--- config.mk ---
export PLATFORM = sky130hd
export DESIGN_NAME = mmio_ctrl
export DESIGN_NICKNAME = d
export VERILOG_FILES = /design/src/rtl/mmio_ctrl.sv
export SDC_FILE = /design/constraint.sdc
export NUM_CORES = 1
export LEC_CHECK = 0
export BUFFER_PORTS_ARGS = -buffer_cell sky130_fd_sc_hd__buf_2
export CAP_MARGIN = 20
export CORE_ASPECT_RATIO = 0.75
export CORE_UTILIZATION = 49
export DETAILED_ROUTE_END_ITERATION = 7
export PLACE_DENSITY = 0.78
export SETUP_SLACK_MARGIN = 0.2
export SYNTH_ARGS = -nofsm -noshare
export SYNTH_HDL_FRONTEND = slang
export SYNTH_SLANG_ARGS = --single-unit
export TNS_END_PERCENT = 100
--- constraint.sdc ---
create_clock -name clk -period 2.55 [get_ports clk]
set_clock_uncertainty 0.15 [all_clocks]
set_input_delay 0 -clock clk [delete_from_list [all_inputs] [get_ports clk]]
set_output_delay 0 -clock clk [all_outputs]
set_load 0.05 [all_outputs]
--- src/rtl/mmio_ctrl.sv ---
// Memory-mapped board I/O: HEX/LEDR registers, debounced KEY data with ready/overrun status, and switch data.
// Define MMIO_SW_DEBOUNCE_EN to debounce the switches as well; by default SDATA is only synchronized.

module mmio_ctrl_debounce #(
    parameter int             W      = 4,
    parameter int             CYCLES = 100000,
    parameter logic [W-1:0]   RST_VAL = '0
) (
    input  logic         clk,
    input  logic         reset,
    input  logic [W-1:0] din,
    output logic [W-1:0] stable,
    output logic         accept
);
    localparam int CW = (CYCLES > 1) ? $clog2(CYCLES) : 1;
    localparam logic [CW-1:0] CNT_TOP = CW'(CYCLES - 1);

    logic [W-1:0]  last;
    logic [CW-1:0] cnt;

    // A candidate is accepted only on an edge where it is still held and still differs from stable.
    assign accept = (cnt == CNT_TOP) && (din == last) && (din != stable);

    always_ff @(posedge clk or negedge reset) begin
        if (!reset) begin
            last   <= RST_VAL;
            stable <= RST_VAL;
            cnt    <= '0;
        end else begin
            last <= din;
            if (accept)
                stable <= din;
            if ((din != last) || (din == stable))
                cnt <= '0;
            else if (cnt != CNT_TOP)
                cnt <= cnt + 1'b1;
        end
    end
endmodule

module mmio_ctrl #(
    parameter int DBITS           = 32,
    parameter int DEBOUNCE_CYCLES = 100000
) (
    input  logic             clk,
    input  logic             reset,
    input  logic [DBITS-1:0] addr,
    input  logic [DBITS-1:0] wdata,
    input  logic             wr_en,
    input  logic             rd_en,
    input  logic [3:0]       key_in,
    input  logic [9:0]       sw_in,
    output logic             io_sel,
    output logic [DBITS-1:0] rdata,
    output logic [15:0]      hex_out,
    output logic [9:0]       ledr_out
);
    localparam logic [11:0] A_HEX  = 12'h000;
    localparam logic [11:0] A_LEDR = 12'h004;
    localparam logic [11:0] A_KD   = 12'h010;
    localparam logic [11:0] A_SD   = 12'h014;
    localparam logic [11:0] A_KC   = 12'h110;

    logic [3:0] key_s1, key_s2, key_stable;
    logic [9:0] sw_s1, sw_s2, sdata;
    logic       key_acc;
    logic       ready, overrun;
    logic       kd_rd, ovr_clr, hex_we, ledr_we;
    logic       unused_wdata;

    assign unused_wdata = ^wdata[DBITS-1:16];

    assign io_sel  = (addr[31:12] == 20'hF0000);
    assign hex_we  = wr_en && io_sel && (addr[11:0] == A_HEX);
    assign ledr_we = wr_en && io_sel && (addr[11:0] == A_LEDR);
    assign kd_rd   = rd_en && io_sel && (addr[11:0] == A_KD);
    assign ovr_clr = wr_en && io_sel && (addr[11:0] == A_KC) && !wdata[2];

    always_ff @(posedge clk or negedge reset) begin
        if (!reset) begin
            key_s1 <= 4'hF;
            key_s2 <= 4'hF;
            sw_s1  <= '0;
            sw_s2  <= '0;
        end else begin
            key_s1 <= key_in;
            key_s2 <= key_s1;
            sw_s1  <= sw_in;
            sw_s2  <= sw_s1;
        end
    end

    // Keys idle high, so the stable raw state resets to all-ones (KDATA = 0).
    mmio_ctrl_debounce #(
        .W(4), .CYCLES(DEBOUNCE_CYCLES), .RST_VAL(4'hF)
    ) u_key_db (
        .clk(clk), .reset(reset), .din(key_s2), .stable(key_stable), .accept(key_acc)
    );

`ifdef MMIO_SW_DEBOUNCE_EN
    logic unused_sw_acc;
    mmio_ctrl_debounce #(
        .W(10), .CYCLES(DEBOUNCE_CYCLES), .RST_VAL(10'h0)
    ) u_sw_db (
        .clk(clk), .reset(reset), .din(sw_s2), .stable(sdata), .accept(unused_sw_acc)
    );
`else
    assign sdata = sw_s2;
`endif

    always_ff @(posedge clk or negedge reset) begin
        if (!reset) begin
            hex_out  <= '0;
            ledr_out <= '0;
            ready    <= 1'b0;
            overrun  <= 1'b0;
        end else begin
            if (hex_we)
                hex_out <= wdata[15:0];
            if (ledr_we)
                ledr_out <= wdata[9:0];
            // A new key value wins over a concurrent read or overrun clear.
            if (key_acc)
                ready <= 1'b1;
            else if (kd_rd)
                ready <= 1'b0;
            if (key_acc && kd_rd)
                overrun <= overrun;
            else if (key_acc && ready)
                overrun <= 1'b1;
            else if (ovr_clr)
                overrun <= 1'b0;
        end
    end

    always_comb begin
        rdata = '0;
        if (io_sel) begin
            case (addr[11:0])
                A_HEX:   rdata[15:0] = hex_out;
                A_LEDR:  rdata[9:0]  = ledr_out;
                A_KD:    rdata[3:0]  = ~key_stable;
                A_SD:    rdata[9:0]  = sdata;
                A_KC:    rdata[2:0]  = {overrun, 1'b0, ready};
                default: rdata       = '0;
            endcase
        end
    end
endmodule

======== After elaboration in Yosys (flattened, before gate mapping) ========
Index checks and enable logic that the tools add are counted.
operators by class
  muxes and demuxes ....................... 11
  reductions and logical operators ........ 18
  equal/unequal tests ..................... 11
  bitwise logic cells ..................... 2
  add/subtract/negate cells ............... 1
operators with widths
  kind                     number
  $mux W17                 2
  $eq A12 B5 Y1 const B    2
  $eq A20 B20 Y1 const B   1
  $pmux W6 S3              1
  $add A17 B1 Y17 const B  1
  $eq A17 B17 Y1 const B   1
  $ne A17 B17 Y1 const B   1
  $mux W16                 1
  $pmux W3 S5              1
  $eq A12 B3 Y1 const B    1
  $eq A12 B9 Y1 const B    1
  $logic_not A12 Y1        1
  $logic_and A1 B1 Y1      11
  $eq A4 B4 Y1             2
  $ne A4 B4 Y1             2
  $mux W6                  1
  $reduce_bool A2 Y1       3
  $mux W1                  4
  $not A4 Y4               1
  $pmux W1 S4              1
  $reduce_and A2 Y1        1
  $logic_not A1 Y1         1
  $logic_or A1 B1 Y1       1
  $not A1 Y1               1
storage, ports and cells
  register bits after elaboration ......... 81
  input bits .............................. 82
  output and inout port bits .............. 59
  word-level logic and storage cells ...... 54

======== Longest topological paths before layout ========
Gate-level depths: netlist (run 1).
  depth after elaboration ................. 6
  mapped depth ............................ 6
  depth with buffers taken out ............ 6

======== Modules after synthesis ========
Synthesis (run 1) repeated with hierarchy kept, for this count alone.
unflattened totals
  cells, all modules ...................... 312
  area total of the unflattened synthesis .. 3751.1 µm²
modules (own cells, without submodules)
  module              area an instance (µm²)  times used  cells an instance
  mmio_ctrl           2439.8                  1           191
  mmio_ctrl_debounce  1311.3                  1           121

======== Worst setup path after synthesis (run 1) ========
OpenSTA, ideal clock, no wires.
  path kind ............................... input-to-output
  from .................................... input addr[26]
  to ...................................... output rdata[4]
  required time ........................... 2.400 ns
  stages on the path ...................... 6
  arrival ................................. 2.070 ns
  path buffers ............................ 1
  setup slack ............................. 0.330 ns
  path through ............................ nand4b_1 > or4_4 > or4_4 > or2_0 > buf_2 > nor2_1
on the way
  cells in the longest elaborated chain, start to end .. 2
RTL lines
  item                RTL line  RTL
  start: declaration  47        input logic [DBITS-1:0] addr,
  $eq A20 B20 Y1      73        assign io_sel = (addr[31:12] == 20'hF0000);
  $mux W16            138       if (io_sel) begin
  end: declaration    54        output logic [DBITS-1:0] rdata,
Every way passes these cells.

======== Worst setup path after layout (run 1) ========
  from .................................... input addr[26]
  to ...................................... output rdata[7]
The elaborated chain is that of the path after synthesis.

==> flow_summary.toml, run 1 <==
[floorplanning]
rows = 26
die_w_um = 101
pin_count = 141
core_area_um2 = 6960
initial_core_util_pct = 51.9
dieArea_um2 = 7720
dieHeight_um = 76.4

[yosys]
synth_area_leaders = "dfrtp_1, dfstp_2, mux2_2, mux2_4, xor2_1"
synth.yosys.warnings = 0
seq_area_frac_synth_pct = 56.7
synth-async-reset-ratio_pct = 100
synth.top_cell.area_share_pct = 45.0
synth_top_cell_by_area = "dfrtp_1"
netlist_area_um2 = 3610
synthCells = 283
syn_avg_cell_area_um2 = 12.8
synthFlopType = "dfrtp_1"
ys_types = 43
synth_edf_count = 0
synth_seq_cells = 81

[job]
maxCapViolCount = 0

[global_routing]
grt_pass1_vias = 2691
grt_pass1_wl_um = 13000
grtUsageTotal_pct = 22.4
grt_max_degree = 82
overflow = 0
antenna_found_initial = 0

[setup_path]
criticalPathCategory = "in -> out"
endpoint_kind = "primary output"
reg2reg_slack_ps = 360
required_ps = 2400
critPathArrivalTime_ps = 2070
reg2reg_from = "key_s2[3]$_DFF_PN1_"
timing.rr.end = "u_key_db.stable[0]$_DFFE_PN1N_"
start_kind = "primary input"
reg2reg_depth = 5
path_max_fanout = 6

[sta]
fin_crit_ps = 2220
whs_ps = 92.5
tns_ps = 0
hold_viol_final = 0
rsz0062_at_grt = "false"
slew_viol_final = 0
fmax_mhz = 450
slew-limit-headroom_pct = 63.4
setup_violations = 0
finalCritPeriodShare_pct = 87.2
tightest_slew_ps = 545

[route]
drc = 0
avgRoutedWirePerCell_um = 15.5
dr.pass1.iters = 4
drt_iter0_markers = 163
viasPerCell = 5.10
wl_um = 8250
ant_nets = 0
via_count = 2723

[worst_hold_path]
whs_path_depth = 5
hold_path.startpoint = "addr[3]"
hold_class = "in -> reg"
holdPathEnd = "overrun$_DFFE_PN0P_"

[cts]
clockBufferDepth = 2
cts_made_buffers = 9
htree_num_levels = 3
clk_pin_slew_ps = 90
cts_tree = "yes"
cts.sinks = 81
cts_root_buf = "clkbuf_8"
clk_latency_ps = 360

[place]
gp_congestion = 0.808
port_buffers = 108
dp_hpwl_um = 5240

[finish]
diodes = 0
mostFrequentLayoutCell = "buf_2"
layout_common_cells = "buf_2, dfrtp_1, dlygate4sd3_1"
areaGrowthSynthToFinish_pct = 32.5
regArea_um2 = 2050
nNetsFinal = 514
fillCellCount = 486
layout-drive-gt1-share_pct = 43.8
multi_input_area_um2 = 1450

[power]
pwr_density_cell_nw_per_um2 = 534
peakVddDrop_mv = 0.446
power_leakage_nw = 2.45
total_power_w = 0.00255

[run_status]
status = "finished, final reports clean"
## power by group
group / total [W] / internal [W] / leakage (nW) / switching (W)
Combinational: 0.000232 / 0.0000996 / 1.31 / 0.000133
Clock: 0.000989 / 0.000511 / 0.102 / 0.000479
Sequential: 0.00133 / 0.00132 / 1.03 / 0.0000127
Total: 0.00255 / 0.00193 / 2.45 / 0.000624
## Yosys cell counts, types with 2 or more instances
library cell  count
nor3_1            5
nand4b_1          2
nor4bb_1          2
and2_1            2
nor4_1            5
and4_1            2
inv_1             4
mux2_4           10
o21ai_0           2
a21oi_1           2
dfrtp_1          65
clkbuf_1          5
xor2_1           17
nand2_1           9
nor4b_1           2
xnor2_1           5
a22oi_1           8
nor2_1           33
nor2b_1           2
nand3_1           8
mux2_2           28
buf_4            16
mux4_2            2
dfstp_2          16
and3_1           10
or4_4             2
nand4_1           3
## worst max-delay path by stage
stage	start	end	slack, ps	cells after the start
after global placement	addr[26]	rdata[5]	350	7
after floorplan	addr[26]	rdata[4]	330	6
final	addr[26]	rdata[7]	330	7
after global routing	key_s2[0]$_DFF_PN1_	u_key_db.stable[1]$_DFFE_PN1N_	220	5
after CTS	key_s2[3]$_DFF_PN1_	u_key_db.stable[0]$_DFFE_PN1N_	330	5
after detailed placement	key_s2[3]$_DFF_PN1_	u_key_db.stable[0]$_DFFE_PN1N_	340	5
## sequential cells by signal (all words and copies together) (netlist names)
name,count
u_key_db.stable,4
key_s1,4
overrun,1
ready,1
u_key_db.cnt,17
hex_out,16
sw_s1,10
sdata,10
ledr_out,10
key_s2,4
u_key_db.last,4
## critical path, cell delays in order
cell and delay, ps:
buf_2 90, nand4b_1 180, or4_4 470, or4_4 480, or2_0 370, nor2_1 190, buf_2 280
## cells by family after synthesis
group,count (synthesis),share of synthesized area (%)
adder cells (fa/ha/maj),1,0.346
AND/OR/NAND/NOR,93,15.0
multiplexers,41,14.4
flip-flops,81,56.7
other,1,0.104
buffers and inverters,28,4.81
AO/OA/AOI/OAI,16,3.36
XOR/XNOR,22,5.33
## metrics by stage
stage	instance area, um2	cells	util [%]	setup slack [ps]
3_5_place_dp	4190	482	60.2	336
3_3_place_gp	4190	482	60.2	347
6_report	4780	534	68.7	326
5_1_grt	4780	534	68.7	224
2_1_floorplan	3670	298	-	330
4_1_cts	4740	532	68.2	332
## final cells by class
type / count / area share [%]
multi-input cells: 189 / 30.3
inverters: 4 / 0.314
well taps: 98 / 2.56
clock inverters: 5 / 1.31
flip-flops and latches: 81 / 42.8
repair buffers: 146 / 19.6
clock buffers: 11 / 3.16
## routing by layer
layer / vias up / track usage [%] / share of wire, %
li1: 1255 / - / -
met1: 1324 / 26.6 / 39
met2: 122 / 38.9 / 51
met3: 22 / 5.23 / 6.5
met4: 0 / 8.99 / 3.0
met5: - / 0 / 0
## timing repair
| item | in CTS | in global routing |
|---|---|---|
| setup buffers | 0 | 0 |
| gates resized for setup | 0 | 1 |
| hold endpoints to repair | 107 | 3 |
| hold buffers | 34 | 1 |
| endpoints found under the setup margin | 0 | 2 |
Note: power is estimated with default switching activity, not from simulation.
==> inputs of run 2 (changes only) <==
--- a/config.mk
+++ b/config.mk
@@ -10,6 +10,7 @@
 export CORE_ASPECT_RATIO = 0.75
 export CORE_UTILIZATION = 49
 export DETAILED_ROUTE_END_ITERATION = 7
+export MAX_ROUTING_LAYER = met4
 export PLACE_DENSITY = 0.78
 export SETUP_SLACK_MARGIN = 0.2
 export SYNTH_ARGS = -nofsm -noshare
==> flow_summary.toml, run 2 (synthesis results as in run 1) <==
[place]
gp_congestion = 0.820
placed_cell_area_um2 = 4190
dp_hpwl_um = 5240
port_buffers = 108

[floorplanning]
dieHeight_um = 76.4
initial_core_util_pct = 51.9
dieArea_um2 = 7720
core_area_um2 = 6960
pin_count = 141
die_w_um = 101
rows = 26

[global_routing]
antenna_found_initial = 0
grt_max_degree = 82
grtUsageTotal_pct = 23.0
grt_pass1_wl_um = 13000
overflow = 0
grt_pass1_vias = 2685

[finish]
largest-register = "u_key_db.cnt"
fillCellCount = 486
mostFrequentLayoutCell = "buf_2"
layout-drive-gt1-share_pct = 43.8
multi_input_area_um2 = 1450
diodes = 0
layout_common_cells = "buf_2, dfrtp_1, dlygate4sd3_1"
regArea_um2 = 2050
areaGrowthSynthToFinish_pct = 32.5
reg_top3 = "u_key_db.cnt x17, hex_out x16"
fin_area_um2 = 4780
nNetsFinal = 514
largest_reg_flops = 17

[setup_path]
startpoint = "addr[26]"
cpMaxStageDelayCell = "or4_4"
timing.rr.end = "u_key_db.stable[0]$_DFFE_PN1N_"
start_kind = "primary input"
critPathArrivalTime_ps = 2080
criticalPathCategory = "in -> out"
endpoint_kind = "primary output"
reg2reg_slack_ps = 350
crit_buf_inv = 2
path_max_fanout = 6
cpPeakStageDelay_ps = 490
path_cells = "buf_2, nand4b_1, or4_4, or4_4, or2_0, nor2_1, buf_2"
cp_top_family = "simple AND/OR/NAND/NOR gates"
reg2reg_from = "key_s2[3]$_DFF_PN1_"
required_ps = 2400
reg2reg_depth = 5

[sta]
tns_ps = 0
finalCritPeriodShare_pct = 87.6
fmax_mhz = 448
slew_viol_final = 0
fin_crit_ps = 2230
slew-limit-headroom_pct = 63.4
tightest_slew_ps = 545
rsz0062_at_grt = "false"
hold_viol_final = 0
whs_ps = 94.7
setup_violations = 0

[cts]
cts_made_buffers = 9
cts.sinks = 81
cts_tree = "yes"
clk_latency_ps = 360
clockBufferDepth = 2
clk_pin_slew_ps = 90
htree_num_levels = 3
post-cts-setup-buffers = 0
cts_root_buf = "clkbuf_8"

[worst_hold_path]
whs_path_depth = 5
hold_path.startpoint = "addr[3]"
holdPathEnd = "overrun$_DFFE_PN0P_"
hold_class = "in -> reg"

[route]
via_count = 2734
ant_nets = 0
dr.pass1.iters = 4
drc = 0
wl_um = 8240
avgRoutedWirePerCell_um = 15.4
drt_iter0_markers = 192
viasPerCell = 5.12

[power]
pwr_density_cell_nw_per_um2 = 534
power_leakage_nw = 2.45
peakVddDrop_mv = 0.450

[job]
maxCapViolCount = 0

[run_status]
status = "finished, final reports clean"
-- run 2: cell counts in the layout (fill, tap and decap cells not counted) --
Identical to the previous run, type by type.
-- run 2: repair_timing --
action	4_1_cts	5_1_grt
setup endpoints to repair	0	2
endpoints found under the hold margin	107	3
hold buffers	34	1
resized for setup	0	1
-- run 2: power by group --
part / total (W) / internal [W] / switching [W]
clock: 0.000993 / 0.000511 / 0.000482
sequential: 0.00133 / 0.00132 / 0.0000128
combinational: 0.000232 / 0.0000996 / 0.000133
-- run 2: area by class of cell --
type                       instances  area share (%)
clock buffer                      11            3.16
clock inverter                     5            1.31
sequential                        81            42.8
inverter                           4           0.314
timing repair buffer             146            19.6
tap                               98            2.56
multi-input combinational        189            30.3
-- run 2: how the worst max path moves through the flow --
stage / endpoint / cells past startpoint
after detailed placement: u_key_db.stable[0]$_DFFE_PN1N_ / 5
final: rdata[5] / 7
after CTS: u_key_db.stable[0]$_DFFE_PN1N_ / 5
after floorplan: rdata[4] / 6
after global routing: u_key_db.stable[1]$_DFFE_PN1N_ / 5
after global placement: rdata[5] / 7
-- run 2: metrics by stage --
step | cells | utilization [%] | setup WS (ps) | power [W]
6_report | 534 | 68.7 | 316 | 0.00256
5_1_grt | 534 | 68.7 | 224 | 0.00265
4_1_cts | 532 | 68.2 | 332 | 0.00256
3_5_place_dp | 482 | 60.2 | 336 | 0.00154
3_3_place_gp | 482 | 60.2 | 347 | 0.00154
2_1_floorplan | 298 | - | 330 | 0.00147
-- run 2: per-layer routing --
metal | global-route usage (%) | part of all wire [%]
met1 | 26.8 | 39
met2 | 39.0 | 51
met3 | 4.13 | 6.2
met4 | 9.86 | 3.0
met5 | - | 0
-- run 2: worst reg2reg max path, cell delays in order, from the launching register on --
cell and delay [ps]:
dfstp_2 580, xor2_1 80, nor4_1 330, o41ai_2 170, nor3_2 440, mux2_2 390
